**config.mk**
```make
export PLATFORM = sky130hd
export DESIGN_NAME = dma_bus_arbiter
export DESIGN_NICKNAME = d
export VERILOG_FILES = /design/src/rtl/dma_pkg.sv /design/src/rtl/dma_prio_sel.sv /design/src/rtl/dma_bus_arbiter.sv
export SDC_FILE = /design/constraint.sdc
export NUM_CORES = 1
export LEC_CHECK = 0
export CAP_MARGIN = 0
export CORE_UTILIZATION = 40
export DETAILED_ROUTE_END_ITERATION = 16
export HOLD_SLACK_MARGIN = 0.08
export MAX_ROUTING_LAYER = met4
export SLEW_MARGIN = 20
export SYNTH_ARGS = -nofsm -noshare
export SYNTH_HDL_FRONTEND = slang
export SYNTH_HIERARCHICAL = 1
export SYNTH_SLANG_ARGS = --single-unit
```
**constraint.sdc**
```tcl
create_clock -name clk -period 2.1 [get_ports clk]
set_input_delay 0.63 -clock clk [delete_from_list [all_inputs] [get_ports clk]]
set_output_delay 0.63 -clock clk [all_outputs]
set_load 0.02 [all_outputs]
```
**src/rtl/dma_pkg.sv**
```systemverilog
// -----------------------------------------------------------------------------
// dma_pkg
// Shared definitions for the DMA bus arbiter and the channel blocks that use it:
// channel count, channel index/vector types, arbiter FSM state encoding and
// one-hot <-> index conversion helpers.
// -----------------------------------------------------------------------------
package dma_pkg;

    localparam int unsigned NCH  = 4;
    localparam int unsigned CH_W = $clog2(NCH);

    typedef logic [CH_W-1:0] chan_t;
    typedef logic [NCH-1:0]  chmask_t;

    typedef enum logic [1:0] {
        IDLE    = 2'd0,
        REQ     = 2'd1,
        GRANT   = 2'd2,
        RELEASE = 2'd3
    } dma_state_e;

    // One-hot vector with only bit idx set
    function automatic chmask_t idx2onehot(input chan_t idx);
        chmask_t v;
        v      = '0;
        v[idx] = 1'b1;
        return v;
    endfunction

    // Index of the set bit of a one-hot vector (highest set bit if not one-hot)
    function automatic chan_t onehot2idx(input chmask_t oh);
        chan_t idx;
        idx = '0;
        for (int i = 0; i < NCH; i++) begin
            if (oh[i]) begin
                idx = chan_t'(i);
            end else begin
                idx = idx;
            end
        end
        return idx;
    endfunction

    // Next channel index, wrapping from NCH-1 back to 0
    function automatic chan_t next_chan(input chan_t idx);
        return chan_t'((int'(idx) + 1) % NCH);
    endfunction

endpackage

```
**src/rtl/dma_prio_sel.sv**
```systemverilog
// -----------------------------------------------------------------------------
// dma_prio_sel
// Combinational priority selector. Fixed mode: lowest eligible index wins.
// Rotating mode: the search starts at i_ptr and wraps modulo NCH.
// Ports:
//   i_eligible  eligible channel vector
//   i_ptr       rotation start pointer (ignored in fixed mode)
//   i_rotate    0 = fixed, 1 = rotating
//   o_valid     at least one channel eligible
//   o_win       winning channel index (0 when o_valid = 0)
// -----------------------------------------------------------------------------
module dma_prio_sel
    import dma_pkg::*;
(
    input  chmask_t i_eligible,
    input  chan_t   i_ptr,
    input  logic    i_rotate,
    output logic    o_valid,
    output chan_t   o_win
);

    chan_t w_start;
    chan_t w_idx;

    // Walk channels in search order; the first eligible one encountered wins
    always_comb begin
        o_valid = 1'b0;
        o_win   = '0;
        w_idx   = '0;
        if (i_rotate) begin
            w_start = i_ptr;
        end else begin
            w_start = '0;
        end
        for (int i = 0; i < NCH; i++) begin
            w_idx = chan_t'((int'(w_start) + i) % NCH);
            if (!o_valid && i_eligible[w_idx]) begin
                o_valid = 1'b1;
                o_win   = w_idx;
            end else begin
                o_valid = o_valid;
            end
        end
    end

endmodule

```
**src/rtl/dma_bus_arbiter.sv**
```systemverilog
// -----------------------------------------------------------------------------
// dma_bus_arbiter
// Four-channel DMA bus arbiter. Requests the bus from the CPU (HRQ/HLDA),
// grants one channel at a time with a one-hot DACK, releases on EOP, loss of
// request, masking or a per-grant beat cap. Fixed or rotating priority.
// All inputs pass through one sample register; all outputs are registered.
// Ports:
//   clk, rst_n       clock, asynchronous active-low reset
//   i_dreq, i_mask   channel requests and per-channel masks
//   i_rotate         0 = fixed priority, 1 = rotating
//   i_hlda           CPU hold acknowledge
//   i_xfer_done      beat completed by the granted channel
//   i_eop            terminal count of the granted channel
//   o_hrq            hold request to the CPU
//   o_dack           one-hot grant
//   o_active_ch      granted channel index
//   o_busy           arbiter not idle
// -----------------------------------------------------------------------------
module dma_bus_arbiter
    import dma_pkg::*;
#(
    parameter int unsigned MAX_BEATS = 8
) (
    input  logic    clk,
    input  logic    rst_n,
    input  chmask_t i_dreq,
    input  chmask_t i_mask,
    input  logic    i_rotate,
    input  logic    i_hlda,
    input  logic    i_xfer_done,
    input  logic    i_eop,
    output logic    o_hrq,
    output chmask_t o_dack,
    output chan_t   o_active_ch,
    output logic    o_busy
);

    // A zero cap still needs a one-bit counter to keep the logic well formed
    localparam int unsigned   BW       = (MAX_BEATS > 0) ? $clog2(MAX_BEATS + 1) : 1;
    localparam logic [BW-1:0] BEAT_CAP = BW'(MAX_BEATS);
    localparam logic [BW-1:0] BEAT_SAT = {BW{1'b1}};

    chmask_t       r_dreq, r_mask;
    logic          r_rotate, r_hlda, r_xfer_done, r_eop;
    dma_state_e    r_state;
    chan_t         r_ptr, r_win;
    logic [BW-1:0] r_beat;
    logic          r_hrq, r_busy;
    chmask_t       r_dack;

    chmask_t       w_elig;
    logic          w_sel_valid;
    chan_t         w_sel_win;
    logic [BW-1:0] w_beat_inc, w_beat_nxt;
    logic          w_cap_hit, w_term;
    dma_state_e    w_state_nxt;
    chan_t         w_ptr_nxt, w_win_nxt;
    logic          w_hrq_nxt, w_busy_nxt;
    chmask_t       w_dack_nxt;

    assign w_elig = r_dreq & ~r_mask;

    dma_prio_sel u_prio_sel (
        .i_eligible (w_elig),
        .i_ptr      (r_ptr),
        .i_rotate   (r_rotate),
        .o_valid    (w_sel_valid),
        .o_win      (w_sel_win)
    );

    // Beat count after this cycle's xfer_done, saturating; cap hit when it reaches MAX_BEATS
    always_comb begin
        if (r_xfer_done && (r_beat != BEAT_SAT)) begin
            w_beat_inc = r_beat + {{(BW-1){1'b0}}, 1'b1};
        end else begin
            w_beat_inc = r_beat;
        end
        w_cap_hit = (MAX_BEATS != 32'd0) && (w_beat_inc == BEAT_CAP);
    end

    assign w_term = r_eop | ~r_dreq[r_win] | r_mask[r_win] | w_cap_hit;

    // Input sample stage
    always_ff @(posedge clk or negedge rst_n) begin
        if (!rst_n) begin
            r_dreq      <= '0;
            r_mask      <= '0;
            r_rotate    <= 1'b0;
            r_hlda      <= 1'b0;
            r_xfer_done <= 1'b0;
            r_eop       <= 1'b0;
        end else begin
            r_dreq      <= i_dreq;
            r_mask      <= i_mask;
            r_rotate    <= i_rotate;
            r_hlda      <= i_hlda;
            r_xfer_done <= i_xfer_done;
            r_eop       <= i_eop;
        end
    end

    // Next state, pointer, winner and beat count
    always_comb begin
        w_state_nxt = r_state;
        w_ptr_nxt   = r_ptr;
        w_win_nxt   = r_win;
        w_beat_nxt  = r_beat;
        case (r_state)
            IDLE: begin
                if (|w_elig) begin
                    w_state_nxt = REQ;
                end else begin
                    w_state_nxt = IDLE;
                end
            end
            REQ: begin
                if (r_hlda) begin
                    if (w_sel_valid) begin
                        w_state_nxt = GRANT;
                        w_win_nxt   = w_sel_win;
                        w_beat_nxt  = '0;
                    end else begin
                        w_state_nxt = RELEASE;
                    end
                end else begin
                    w_state_nxt = REQ;
                end
            end
            GRANT: begin
                w_beat_nxt = w_beat_inc;
                // Bus revoked: abandon the tenure without advancing the rotation
                if (!r_hlda) begin
                    w_state_nxt = IDLE;
                end else if (w_term) begin
                    w_state_nxt = RELEASE;
                    w_ptr_nxt   = next_chan(r_win);
                end else begin
                    w_state_nxt = GRANT;
                end
            end
            RELEASE: begin
                if (!r_hlda) begin
                    w_state_nxt = IDLE;
                end else begin
                    w_state_nxt = RELEASE;
                end
            end
            default: begin
                w_state_nxt = IDLE;
            end
        endcase
    end

    // Output values decoded from the next state so they register together with it
    always_comb begin
        w_hrq_nxt  = (w_state_nxt == REQ) || (w_state_nxt == GRANT);
        w_busy_nxt = (w_state_nxt != IDLE);
        if (w_state_nxt == GRANT) begin
            w_dack_nxt = idx2onehot(w_win_nxt);
        end else begin
            w_dack_nxt = '0;
        end
    end

    // State, pointer, counter and output registers
    always_ff @(posedge clk or negedge rst_n) begin
        if (!rst_n) begin
            r_state <= IDLE;
            r_ptr   <= '0;
            r_win   <= '0;
            r_beat  <= '0;
            r_hrq   <= 1'b0;
            r_dack  <= '0;
            r_busy  <= 1'b0;
        end else begin
            r_state <= w_state_nxt;
            r_ptr   <= w_ptr_nxt;
            r_win   <= w_win_nxt;
            r_beat  <= w_beat_nxt;
            r_hrq   <= w_hrq_nxt;
            r_dack  <= w_dack_nxt;
            r_busy  <= w_busy_nxt;
        end
    end

    assign o_hrq       = r_hrq;
    assign o_dack      = r_dack;
    assign o_active_ch = r_win;
    assign o_busy      = r_busy;

endmodule
```
# Word-level counts from Yosys, hierarchy flattened
# Index checks and enable logic that the tools add are counted.
# totals
regBits	28
latchBits	0
ram_bits	0
romBits	0
input_bits	14
output_inout_bits	8
mem_count	0
# op_classes
addsub	5
multipliers	0
div_mod_pow	0
n_lt_le_gt_ge	7
eq_ne	9
shift	0
n_mux	38
bitwise_logic	6
n_reduce_logical	15
# op_table
operator	count
$mux 2	11
$lt 2x3->1 const B	6
$mux 4	4
$mux 1	14
$bmux 1 s2	6
$pmux 2 s4	1
$pmux 4 s2	1
$eq 2x2->1 const B	3
$reduce_and 3->1	2
$logic_and 1x1->1	5
$add 2x1->2 const B	2
$add 2x2->2 const B	2
$add 4x1->4 const B	1
$and 4x4->4	1
$eq 2x1->1 const B	2
$eq 4x4->1 const B	1
$ne 4x4->1 const B	1
$not 4->4	1
$reduce_bool 2->1	2
$reduce_or 4->1	1
$logic_not 1->1	3
$or 1x1->1	3
$demux 1 s2	1
$ge 2x1->1 const B	1
5 further kinds	5

# Longest topological paths before layout
# Gate-level depths: netlist of run 1.
# depth
ltp_word	22
mapped_depth	12
depth_no_buf	11

# Cells and area by module
# The synthesis of run 1 kept the hierarchy.
# modules_own_cells
mod	n_inst	cells_per_inst	area_per_inst_um2	seq_area_each_um2
dma_bus_arbiter	1	91	1146.1	700.7
dma_prio_sel	1	43	281.5	0.0

# Worst setup path before layout of run 1
# OpenSTA, ideal clock, no wires.
# synth_timing
kind	register to register
from	reg r_mask[0]
to	reg r_dack[2], in the netlist o_dack[2]
setup_time_ns	0.072
t_arrival_ns	2.183
t_required_ns	2.028
slack_ns	-0.155
path_stages_with_launch	12
n_path_buf	0
path_cell_list	dfrtp_1 > nor2b_1 > and4bb_2 > nor3_1 > o32ai_1 > nand2_1 > nand4b_1 > and2_1 > o221ai_1 > ha_1 > nand2_1 > nor2_1
# synth_between
elab_chain_len	22
word_cells_on_any_way	45
classes_between	order compare (2); eq/ne (1); mux (30); bitwise (4); reduce/logical (8)
# synth_lines
element	line_no	rtl
start: declaration	dma_bus_arbiter.sv:43	chmask_t r_dreq, r_mask;
start signal: assignment	dma_bus_arbiter.sv:94	r_mask <= i_mask;
$not 4->4 (*)	dma_bus_arbiter.sv:61	assign w_elig = r_dreq & ~r_mask;
$and 4x4->4 (*)	dma_bus_arbiter.sv:61	
net w_elig[0]	dma_bus_arbiter.sv:51	chmask_t w_elig;
$bmux 1 s2	dma_prio_sel.sv:37	if (!o_valid && i_eligible[w_idx]) begin
$mux 1 (implied by the code)	dma_prio_sel.sv:37	
$mux 1	dma_prio_sel.sv:37	
$logic_not 1->1	dma_prio_sel.sv:37	
$logic_and 1x1->1	dma_prio_sel.sv:37	
(+7 left out)	--	
net w_sel_valid	dma_bus_arbiter.sv:52	logic w_sel_valid;
(+1 left out)	--	
$mux 2	dma_bus_arbiter.sv:117	if (r_hlda) begin
$mux 2	dma_bus_arbiter.sv:108	case (r_state)
$lt 2x3->1 (implied by the code) or $ge 2x1->1 (tied branches)	dma_pkg.sv:26	v[idx] = 1'b1;
$logic_and 1x1->1 (implied by the code)	dma_pkg.sv:26	
$mux 1 (implied by the code)	dma_pkg.sv:26	
$demux 1 s2	dma_pkg.sv:26	
$mux 4 (*)	dma_bus_arbiter.sv:158	if (w_state_nxt == GRANT) begin
net w_dack_nxt[2]	dma_bus_arbiter.sv:59	chmask_t w_dack_nxt;
end signal: assignment	dma_bus_arbiter.sv:181	r_dack <= w_dack_nxt;
end: declaration	dma_bus_arbiter.sv:49	chmask_t r_dack;
# The timed path passes the listed nets; every way through them passes the cells marked *. The select of a mux whose other input is x is not followed.
# A chain may end at the register's enable or synchronous reset.

# Final worst setup path of run 1
# layout_timing
from	reg r_dreq[2]
to	reg r_dack[0], in the netlist o_dack[0]
# layout_between
elab_chain_len	21
word_cells_on_any_way	46
classes_between	order compare (2); eq/ne (1); mux (30); bitwise (5); reduce/logical (8)
# layout_lines
element	line_no	rtl
start: declaration	dma_bus_arbiter.sv:43	
start signal: assignment	dma_bus_arbiter.sv:93	r_dreq <= i_dreq;
$and 4x4->4 (*)	dma_bus_arbiter.sv:61	
net w_elig[2]	dma_bus_arbiter.sv:51	
$bmux 1 s2	dma_prio_sel.sv:37	
$mux 1 (implied by the code)	dma_prio_sel.sv:37	
$mux 1	dma_prio_sel.sv:37	
$logic_not 1->1	dma_prio_sel.sv:37	
$logic_and 1x1->1	dma_prio_sel.sv:37	
$mux 1	dma_prio_sel.sv:37	
(+6 left out)	--	
net w_sel_win[0]	dma_bus_arbiter.sv:53	chan_t w_sel_win;
(+2 left out)	--	
$mux 2 (*)	dma_bus_arbiter.sv:108	
net w_win_nxt[0]	dma_bus_arbiter.sv:57	chan_t w_ptr_nxt, w_win_nxt;
$lt 2x3->1 (implied by the code) or $ge 2x1->1 (tied branches)	dma_pkg.sv:26	
$logic_and 1x1->1 (implied by the code)	dma_pkg.sv:26	
$mux 1 (implied by the code)	dma_pkg.sv:26	
$demux 1 s2 (*)	dma_pkg.sv:26	
$mux 4 (*)	dma_bus_arbiter.sv:158	
net w_dack_nxt[0]	dma_bus_arbiter.sv:59	
# Marks and branches as above.

==> flow_summary.toml, run 1 <==
[outcome]
outcome = "completed"

[global_route]
grt_pass1_vias = 1066
grt_usage_pct = 19.42
grt_overflow = 0
antenna_found_initial = 0
grt_max_degree = 29
grt_pass1_wl_mm = 5.133

[clocking]
numClockSinks = 28
cts_hold_buf = 0
cts_root_buf = "clkbuf_4"
cts_tree = "yes"
clk_latency_ns = 0.32
path_clk_slew_ns = 0.15
numCtsBuffers = 3
clk_path_buf_depth = 2
htree_levels = 1

[timing]
fmax_mhz = 485.0
fin_crit_ns = 2.062
whs_ns = 0.5491
tns_ns = 0
relSlewSlack_pct = 74.14
tightest_slew_ns = 0.3880
fin_skew_ns = 0.007104
slew_violations = 0
hold_viol = 0
rsz0062_at_grt = "true"
setup_viol = 0
min_period_over_period_pct = 98.19

[synth]
ys.flop_type = "dfrtp_1"
synth_edf_count = 0
synth_warnings = 6
synth_area_sq_um = 1428
yosysSeqAreaShare_pct = 49.08
yosys.cell_types.count = 48
synth_nets = 151
syn_avg_cell_area_sq_um = 10.65
ys_seq_elements = 28
async_reset_ff_share_pct = 100.0
synthCells = 134

[setup_path]
r2r-start = "r_dreq[2]"
worstPathArrival_ns = 2.29
r2r-end = "o_dack[0]"
rrSetupSlack_ns = 0.04
critical_path.top_delay_family = "compound AO/OA/AOI/OAI gates"
cp_max_fo = 9
path_buf_inv = 3
slowest_stage = "dfrtp_1"
crit_required_ns = 2.33
crit_type = "reg2reg"
reg2regPathDepth = 11
slowest_delay_ns = 0.38
cp-start-kind = "flop"
crit_top_cell = "buf_4"
endpoint_kind = "flop"
worstPathCellList = "nor2b_1 -> buf_4 -> buf_4 -> mux2_2 -> a31oi_2 -> o221ai_1 -> a21oi_1 -> mux2_4 -> inv_1 -> nand2_2 -> nor2_2"

[pwr]
vdd_drop_max_mv = 0.5879
switchingPower_uw = 782.9
p_int_uw = 1410
power_leakage_uw = 0.0008923
p_per_area_nw_per_um2 = 1095
p_sw_share_pct = 35.70
comb_power_share_pct = 49.0
seqPwrFrac_pct = 35.2
clkPwrFrac_pct = 15.7

[finish]
area_growth_pct = 40.32
finalInstanceArea_sq_um = 2003
final_cell_mix = "25 x dfrtp_1, 21 x buf_4, 19 x clkdlybuf4s50_1, 10 x inv_1, 8 x a21oi_1"
final_core_util_pct = 59.10
layout.nets = 194
layout-drive-gt1-share_pct = 33.52
antenna_cells = 0
layout_commonest_cell = "dfrtp_1"
fin_cells = 222

[placement]
place_congestion = 0.8773
postPlaceCellArea_sq_um = 1814
io_buffers = 21
post-dp-hpwl_mm = 2.278
dp.cells = 215

[drt]
first_pass_iters = 4
wl_met3_um = 124
wl_met2_mm = 1.591
routed_wl_mm = 3.228
drt_iter0_markers = 65
top_layer = "met4"
via_per_inst = 5.270
via_count = 1170
drc_errors = 0
wire_per_inst_um = 14.54
met1_length_mm = 1.491
drtAntennaViolNets = 0

[job]
maxCapViolations = 0

[worst_hold_path]
hold_depth = 1
whs_endpoint = "r_beat[0]"
min_path_type = "reg2reg"
worstHoldStart = "r_beat[0]"

[floorplanning]
core_sq_um = 3390
initial_utilization_pct = 42.12
die_h_um = 61.74
ios = 22
die_x_um = 61.74
dieArea_sq_um = 3812
num_rows = 21
==> through the flow <==
step                      total power, uW  setup WS [ns]
after global routing                 2331       -0.09092
after CTS                            2100       0.002253
final                                2193        0.03800
after detailed placement             1678       -0.04232
after global placement               1664        0.03421
after floorplan                      1319        0.01308
==> logic make-up (layout without fill, tap and decap cells) <==
kind of cell / count (synthesis) / in the layout / synth area share (%)
muxes: 8 / 8 / 7.011
buffers and inverters: 14 / 56 / 4.820
DFF: 28 / 28 / 49.08
AOI/OAI and AO/OA: 31 / 31 / 15.43
and+or+nand+nor: 49 / 49 / 20.42
xor gates and xnor gates: 1 / 1 / 0.6136
adders and majority gates: 3 / 3 / 2.630
==> Yosys cell counts, drive strengths merged, types with 3 or more instances <==
master	n	area [sq um]
a21oi	8	40.04
buf	4	31.27
dfrtp	28	700.7
ha	3	37.54
inv	10	37.54
mux2	3	37.53
mux2i	4	40.04
nand2	9	33.78
nand2b	3	21.27
nand3	4	20.02
nor2	10	37.54
nor2b	5	46.30
nor3	4	20.02
o21ai	6	30.02
o32ai	4	42.55
==> power groups by stage <==
stage / combinational (uW) / sequential, uW / clock (uW)
after CTS: 983 / 767 / 350
after floorplan: 516 / 803 / 0
final: 1080 / 773 / 345
after global routing: 1170 / 790 / 372
after global placement: 895 / 769 / 0
after detailed placement: 906 / 773 / 0
==> flip-flops by register name, indices dropped and copies added, names as in the netlist <==
signal	cells
o_active_ch	2
o_busy	1
o_dack	4
o_hrq	1
r_beat	4
r_dreq	4
r_eop	1
r_hlda	1
r_mask	4
r_ptr	2
r_rotate	1
r_state	2
r_xfer_done	1
==> repair_timing <==
| action | CTS | global route |
|---|---|---|
| endpoints found under the setup margin | 4 | 12 |
| gates resized for setup | 8 | 16 |
| setup buffers | 2 | 1 |
| pin swaps | 7 | 10 |
==> cell type report <==
type                    count  area [sq um]
multi-input cells          92         778.2
well taps                  46         57.56
clock inverters             1         30.03
repair buffers             42         372.9
inverters                  10         37.54
fillers                   282          1386
flip-flops and latches     28         704.4
clock buffers               3         22.52
==> worst max path at each step <==
stage | start | to | depth (start not counted)
final | r_dreq[2] | o_dack[0] | 11
after global routing | r_mask[0] | o_dack[1] | 11
after detailed placement | r_mask[0] | o_dack[0] | 11
after floorplan | r_mask[2] | o_dack[2] | 12
after global placement | r_dreq[0] | o_dack[3] | 9
after CTS | o_active_ch[0] | o_active_ch[0] | 2
==> layer usage <==
metal | up-vias | GRT usage (%)
met2 | 27 | 29.80
met4 | 0 | 3.810
met1 | 576 | 26.85
li1 | 565 | -
met5 | - | -
met3 | 2 | 4.141
Note: power is estimated with default switching activity, not from simulation.
==> run 2, diff against run 1 <==
Settings changed: CTS_CLUSTER_SIZE set to 14, DONT_BUFFER_PORTS set to 1.
==> run 2 against run 1 <==
Total power decreased by 4.2%. Combinational power decreased by 14%. Global-route usage decreased by 1.5 points. Cell area decreased by 9.4%. Worst setup slack got worse by 0.0022 ns. Hold slack got worse by 0.46 ns. Sequential cell count unchanged. Final cell count decreased by 9.0%. Critical path depth unchanged. First-iteration DRC count increased by 17%. Via count decreased by 4.3%. Critical endpoint is now o_dack[2].
==> flow_summary.toml, run 2 (synthesized netlist as in run 1, its figures left out) <==
[floorplanning]
die_h_um = 61.74
initial_utilization_pct = 42.12
die_x_um = 61.74
core_sq_um = 3390
num_rows = 21
dieArea_sq_um = 3812
ios = 22

[drt]
via_per_inst = 5.545
routed_wl_mm = 3.205
drtAntennaViolNets = 0
drt_iter0_markers = 76
wire_per_inst_um = 15.87
via_count = 1120
first_pass_iters = 4
drc_errors = 0

[timing]
hold_viol = 0
tns_ns = 0
relSlewSlack_pct = 75.99
whs_ns = 0.09245
slew_violations = 0
rsz0062_at_grt = "true"
fin_skew_ns = 0.005745
setup_viol = 0
fin_crit_ns = 2.064
tightest_slew_ns = 0.3601
min_period_over_period_pct = 98.29
fmax_mhz = 484.5

[worst_hold_path]
min_path_type = "in2async"

[clocking]
cts_root_buf = "clkbuf_4"
cts_tree = "yes"
path_clk_slew_ns = 0.15
numCtsBuffers = 3
clk_latency_ns = 0.33
clk_path_buf_depth = 2
numClockSinks = 28
htree_levels = 1

[setup_path]
rrSetupSlack_ns = 0.04
reg2regPathDepth = 11
cp-start-kind = "flop"
worstPathArrival_ns = 2.34
r2r-start = "r_dreq[3]"
crit_type = "reg2reg"
cp_max_fo = 7
r2r-end = "o_dack[2]"
crit_required_ns = 2.38
endpoint_kind = "flop"

[finish]
multi_input_area_sq_um = 785.8
final_cell_mix = "25 x dfrtp_1, 21 x buf_4, 10 x inv_1, 9 x nor2_1"
antenna_cells = 0
regArea_sq_um = 704.4
nFillCells = 290
finalInstanceArea_sq_um = 1815
layout.nets = 174
layout-drive-gt1-share_pct = 37.82
layout_commonest_cell = "dfrtp_1"
area_growth_pct = 27.17

[outcome]
outcome = "completed"

[global_route]
grt_max_degree = 29
antenna_found_initial = 0
grt_pass1_wl_mm = 4.761
grt_overflow = 0
grt_pass1_vias = 1026
grt_usage_pct = 17.97

[pwr]
p_sw_share_pct = 37.09
clkPwrFrac_pct = 16.7
power_leakage_uw = 0.0008098
p_per_area_nw_per_um2 = 1157
total_power_uw = 2101
comb_power_share_pct = 44.3
switchingPower_uw = 779.4
p_int_uw = 1322
seqPwrFrac_pct = 39.0
vdd_drop_max_mv = 0.6763

[placement]
postPlaceCellArea_sq_um = 1582
place_congestion = 0.7949
io_buffers = 0
post-dp-hpwl_mm = 2.196

[job]
maxCapViolations = 0
## run 2: changes by cell type in the layout (fill, tap and decap cells not counted), sizes merged
| cell | previous run | this run |
|---|---|---|
| dlymetal6s2s | 2 | 0 |
| clkdlybuf4s50 | 19 | 0 |
| buf | 21 | 22 |
## run 2: routing by layer
metal / routed length (um) / up-vias / part of all wire, % / global-route usage, %
met5: 0 / - / 0 / -
met4: 42 / 0 / 1.3 / 4.762
met3: 89 / 7 / 2.8 / 2.484
met2: 1674 / 30 / 52 / 28.57
met1: 1399 / 557 / 44 / 24.33
li1: - / 526 / - / -
## run 2: final cells by class
type / instances / area share, %
clock buffer: 3 / 1.241
clock inverter: 1 / 1.654
inverter: 10 / 2.068
tap: 46 / 3.170
multi-input combinational: 92 / 43.28
timing repair buffer: 22 / 9.786
sequential: 28 / 38.80
## run 2: power groups by stage
stage / sequential [uW] / clock [uW] / combinational, uW
global route: 839 / 379 / 1020
finish: 819 / 352 / 931
floorplan: 803 / 0 / 516
global placement: 808 / 0 / 720
detailed placement: 807 / 0 / 739
CTS: 800 / 363 / 776
## run 2: worst max path at each step
stage | from | end | slack [ns]
2_1_floorplan | r_mask[2] | o_dack[2] | 0.01
3_3_place_gp | r_dreq[1] | o_dack[3] | 0.03
3_5_place_dp | r_dreq[1] | o_dack[3] | -0.08
4_1_cts | r_dreq[0] | o_dack[3] | 0.03
5_1_grt | r_mask[0] | o_dack[3] | -0.11
6_report | r_dreq[3] | o_dack[2] | 0.04
## run 2: timing repair
item                                   in CTS  in global routing
setup endpoints to repair                   5                  8
endpoints found under the hold margin      28                  0
pin swaps                                   1                  8
resized for setup                           6                 18
setup buffers                               0                  6
gates cloned                                0                  0
hold buffers                                1                  0
## run 2: worst max-delay path: stages (launching register included)
cell	delay (ns)
dfrtp_1	0.39
nor2b_4	0.15
buf_4	0.13
or2_2	0.30
o32ai_2	0.13
nand2_1	0.09
nand4b_1	0.12
buf_4	0.15
mux2_4	0.33
inv_1	0.06
nand2_1	0.06
nor2_1	0.08
## run 2: through the flow
step	worst slack, ns	utilization [%]	std cells
finish	0.03584	53.56	202
CTS	0.02890	49.80	196
detailed placement	-0.08319	46.66	191
global route	-0.1132	53.56	202
floorplan	0.01308	-	134
global placement	0.03178	46.66	191
==> run 3, diff against run 2 <==
Settings changed: SKIP_LAST_GASP set to 1.
Clock period 2.1 ns to 2.65 ns, I/O delays scaled along.
==> run 3 against run 2 <==
Sequential cell count unchanged. Worst setup slack better by 0.22 ns. Combinational power decreased by 54%. Hold slack better by 0.050 ns. Non-clock buffer count fell by 19. Critical path depth unchanged. Critical endpoint is now o_dack[0]. Largest cell class is now registers. Largest power group is now registers. Highest routed layer unchanged.
==> flow_summary.toml, run 3 (synthesized netlist as in run 1, its figures left out) <==
[outcome]
outcome = "completed"

[global_route]
grt_overflow = 0
grt_use_met1_pct = 23.16
grt_usage_pct = 16.94
antenna_found_initial = 0
grt_max_degree = 29
use_met3_pct = 2.484
grt_pass1_wl_mm = 4.567
grt_pass1_vias = 976
grt_use_met2_pct = 24.73
top_usage_layer = "met2"

[drt]
drc_errors = 0
wire_per_inst_um = 14.80
via_count = 1000
via_per_inst = 5.464
drtAntennaViolNets = 0
drt_iter0_markers = 65
routed_wl_mm = 2.709
first_pass_iters = 4

[floorplanning]
die_h_um = 61.74
core_sq_um = 3390
dieArea_sq_um = 3812
num_rows = 21
initial_utilization_pct = 42.12
die_x_um = 61.74
ios = 22

[placement]
io_buffers = 0
post-dp-hpwl_mm = 1.973
place_congestion = 0.8320

[timing]
fin_skew_ns = 0.003900
relSlewSlack_pct = 71.48
tns_ns = 0
fin_crit_ns = 2.390
setup_viol = 0
min_period_over_period_pct = 90.18
fmax_mhz = 418.4
tightest_slew_ns = 0.4279
rsz0062_at_grt = "false"
hold_viol = 0
slew_violations = 0
whs_ns = 0.1423

[pwr]
vdd_drop_max_mv = 0.6827
p_per_area_nw_per_um2 = 905.2
power_leakage_uw = 0.0006750

[finish]
layout_commonest_cell = "dfrtp_1"
layout-drive-gt1-share_pct = 17.52
layout.nets = 155
antenna_cells = 0
nFillCells = 320
final_core_util_pct = 45.26
final_cell_mix = "28 x dfrtp_1, 10 x inv_1, 10 x nor2_1, 9 x nand2_1, 8 x a21oi_1"
area_growth_pct = 7.450

[setup_path]
rrSetupSlack_ns = 0.26
crit_required_ns = 2.91
cp-start-kind = "flop"
r2r-end = "o_dack[0]"
reg2regPathDepth = 11
slowest_stage = "dfrtp_1"
crit_type = "reg2reg"
crit_top_cell = "nand2_1"
worstPathCellList = "nor2b_2 -> and4bb_2 -> nor3_1 -> o32ai_1 -> nand2_1 -> nand4b_1 -> and2_1 -> o221ai_1 -> ha_1 -> nand2_1 -> nor2_1"
slowest_delay_ns = 0.41
worstPathArrival_ns = 2.65
r2r-start = "r_mask[0]"
cp_max_fo = 8
endpoint_kind = "flop"

[clocking]
numCtsBuffers = 3
clk_latency_ns = 0.32
cts_root_buf = "clkbuf_4"
cts_tree = "yes"
htree_levels = 1
numClockSinks = 28
clk_path_buf_depth = 2
path_clk_slew_ns = 0.14
post_cts_buffers = 0

[job]
maxCapViolations = 0

[worst_hold_path]
min_path_type = "in2async"
-- run 3: cell count changes in the layout (fill, tap and decap cells not counted), moves of 2 or more --
| cell | delta |
|---|---|
| nor2b_4 | -2 |
| o32ai_1 | +2 |
| nor3_4 | -2 |
| nor2b_2 | +2 |
| buf_4 | -18 |
| nor3_1 | +2 |
| dfrtp_2 | -3 |
| dfrtp_1 | +3 |
| o32ai_2 | -2 |
-- run 3: report_power, final --
part	switching, uW	internal, uW
Combinational	212	216
Sequential	175	513
Clock	120	153
Total	507	882
-- run 3: worst max-delay path: cells and delay by family, from the launching register on --
family	cells	cell delay (ns)
fa+ha+maj	1	0.21
flops	1	0.41
compound gates	2	0.40
simple gates	8	1.30
-- run 3: final cells by class --
cell class	instances	area, sq um	area share (%)
repair buffers	3	22.52	1.468
multi-input cells	92	663.1	43.23
clock inverters	1	30.03	1.958
inverters	10	37.54	2.447
flip-flops and latches	28	700.7	45.68
well taps	46	57.56	3.752
clock buffers	3	22.52	1.468
-- run 3: metal layers --
metal | vias up | wire, um
li1 | 489 | -
met5 | - | 0
met3 | 2 | 104
met1 | 487 | 1269
met2 | 22 | 1315
met4 | 0 | 20
-- run 3: metrics by stage --
stage,power (uW),setup WS (ns),cells,cell area (sq um)
after global routing,1473,0.01639,183,1534
final,1389,0.2602,183,1534
after detailed placement,1117,0.1557,179,1476
after floorplan,1040,0.3953,134,1428
after global placement,1110,0.2354,179,1476
after CTS,1396,0.1332,183,1529
-- run 3: what timing repair did --
action,CTS,global route
hold buffers,0,0
setup endpoints to repair,0,6
resized for setup,0,2
endpoints found under the hold margin,0,0
-- run 3: worst max path at each step --
stage                         start   endpoint  slack, ns  depth (start not counted)
final                     r_mask[0]  o_dack[0]       0.26                         11
after global routing      r_mask[0]  o_dack[0]       0.02                         11
after CTS                 r_mask[2]  o_dack[0]       0.13                         12
after detailed placement  r_mask[2]  o_dack[3]       0.16                         12
after global placement    r_mask[2]  o_dack[0]       0.24                         12
after floorplan           r_mask[0]  o_dack[2]       0.40                         11
==> RTL change, RTL diff (config.mk and constraints of run 2) <==
Make the reset (`rst_n`) synchronous in 2 clocked blocks. Comments in the files are not updated.
--- a/src/rtl/dma_bus_arbiter.sv
+++ b/src/rtl/dma_bus_arbiter.sv
@@ -82,5 +82,5 @@
 
     // Input sample stage
-    always_ff @(posedge clk or negedge rst_n) begin
+    always_ff @(posedge clk) begin
         if (!rst_n) begin
             r_dreq      <= '0;
@@ -164,5 +164,5 @@
 
     // State, pointer, counter and output registers
-    always_ff @(posedge clk or negedge rst_n) begin
+    always_ff @(posedge clk) begin
         if (!rst_n) begin
             r_state <= IDLE;
Check against the original RTL: differs if rst_n is asserted again (counterexample within 4 cycles, from zero or initial values and one cycle with rst_n low); with rst_n held inactive, the same outputs for 4 cycles.
==> RTL change against run 2 <==
- synthesized area is 0.53% lower
- sequential share of layout area is 5.5 points lower
- routed wire length is 7.3% lower
- highest routed layer unchanged
- sequential cell count stayed put
- worst setup slack better by 0.057 ns
- design area is 6.0% lower
Power is not compared: it rests on default switching activity, and its combinational part moved more than twofold at a synthesized area within 25%.
==> RTL change: results (changes against run 2) <==
| Metric | Value |
|---|---|
| Most frequent cells after synthesis | `dfxtp_1, nor2_1, and2_1, nand2_1` |
| Placed instance count | `212 (+11%)` |
| CP delay by family, top | `simple AND/OR/NAND/NOR gates` |
| Critical Path Max Stage Delay | `0.43 ns (+0.04 ns)` |
| Hold depth | `2` |
| Drt wl/cell | `13.6 um (-14%)` |
| Net Count, Synth | `174 (+15%)` |
| Crit-path slowest cell | `dfxtp_4` |
| Ratio of cells with drive above 1 in the final layout | `29.7% (-8.2 points)` |
| Htree depth | `1 (unchanged)` |
| CP startpoint | `r_ptr[1]$_SDFFE_PN0P_` |
| Reg2reg path depth | `9 (-2)` |
| Syn Inst Count | `157 (+17%)` |
| Async set-reset flop share out of synthesis | `0% (-100 points)` |
| Largest net degree at the start of global routing | `23 (-21%)` |
| Finished Layout Cells | `218 (+7.9%)` |
| R2r setup slk | `0.09 ns (+0.06 ns)` |
| Status | `finished clean` |
| GRT Util Overall | `18.5% (+0.56 points)` |
| Int Pwr | `0.000718 W` |
| Seq/Total Area, Yosys | `39.5% (-9.6 points)` |
| Worst skew pair latency | `approximately 0.32 ns` |
| Commonest non-fill, non-tap cell in the layout | `dfxtp_1` |
| Initial antenna violation count | `0 (unchanged)` |
| Clk_skew | `0.00586 ns (+0.000120 ns)` |
| DP Wirelength | `2210 um (+0.84%)` |
| Vias in the first global route | `1118 (+9.0%)` |
| Min-Delay Path Class | `input pin to register` |
| Slew headroom | `76.0% (about the same)` |
| RePlAce Congestion | `0.902 (+13%)` |
| Area contributors post-synth | `dfxtp_1, and2_1, mux2i_1, nor2_1, nand2_1` |
| Vias | `1175 (+4.9%)` |
| Initial DRC Count | `90 (+18%)` |
| Yosys cell types | `45 (-6.3%)` |
| Max clock buf depth | `2 (unchanged)` |
| First-pass GRT wire length | `4960 um (+4.2%)` |
| CP endpoint | `o_dack[3]$_SDFF_PN0_` |
| Nets | `190 (+9.2%)` |
| Worst vdd ir | `468 uV` |
## RTL change: cell types whose count changed in the layout (fill, tap and decap cells not counted), moves of 4 or more
cell	before	now
nand2_1	8	13
dfxtp_1	0	24
and2_1	0	13
buf_4	21	17
nor2_1	9	14
dfrtp_1	25	0
inv_1	10	5
nand2b_1	2	6
## RTL change: final cells by class
cell class,count,area (um2)
clock buffers,4,36.3
fillers,324,1660
inverters,5,18.8
multi-input cells,118,898
flip-flops and latches,28,568
well taps,46,57.6
repair buffers,17,128
## RTL change: cell families after synthesis
logic type,count (synthesis),synth area share [%]
xor+xnor,1,0.617
simple gates,74,28.9
fa+ha+maj,3,2.64
flops,28,39.5
compound gates,28,14.6
mux,12,9.69
buf+inv,11,4.05
## RTL change: metal layers
layer	GRT usage (%)	share of wire, %	vias up
li1	-	-	582
met4	6.67	2.3	0
met2	28.3	48	27
met3	3.36	3.2	9
met1	24.5	47	557
met5	-	0	-
## RTL change: stage by stage
stage          hold WS [ns]  worst slack, ns  area [um2]
2_1_floorplan         0.435          -0.0931        1450
3_3_place_gp          0.490           0.0248        1580
3_5_place_dp          0.501          -0.0200        1580
4_1_cts               0.400          0.00854        1610
5_1_grt               0.385           -0.100        1710
6_report              0.413           0.0923        1710
## RTL change: power by group through the flow
stage          combinational, W  clock, W  sequential (W)
3_3_place_gp           0.000102         0        0.000586
4_1_cts                0.000105  0.000264        0.000573
5_1_grt                0.000131  0.000283        0.000577
6_report               0.000118  0.000250        0.000574
3_5_place_dp           0.000104         0        0.000585
2_1_floorplan         0.0000825         0        0.000582
## RTL change: what timing repair did
item / 4_1_cts / 5_1_grt
endpoints found under the hold margin: 0 / 0
hold buffers: 0 / 0
cloned: 0 / 0
pin swaps: 0 / 5
buffers inserted: 0 / 2
endpoints found under the setup margin: 5 / 6
resized for setup: 1 / 18
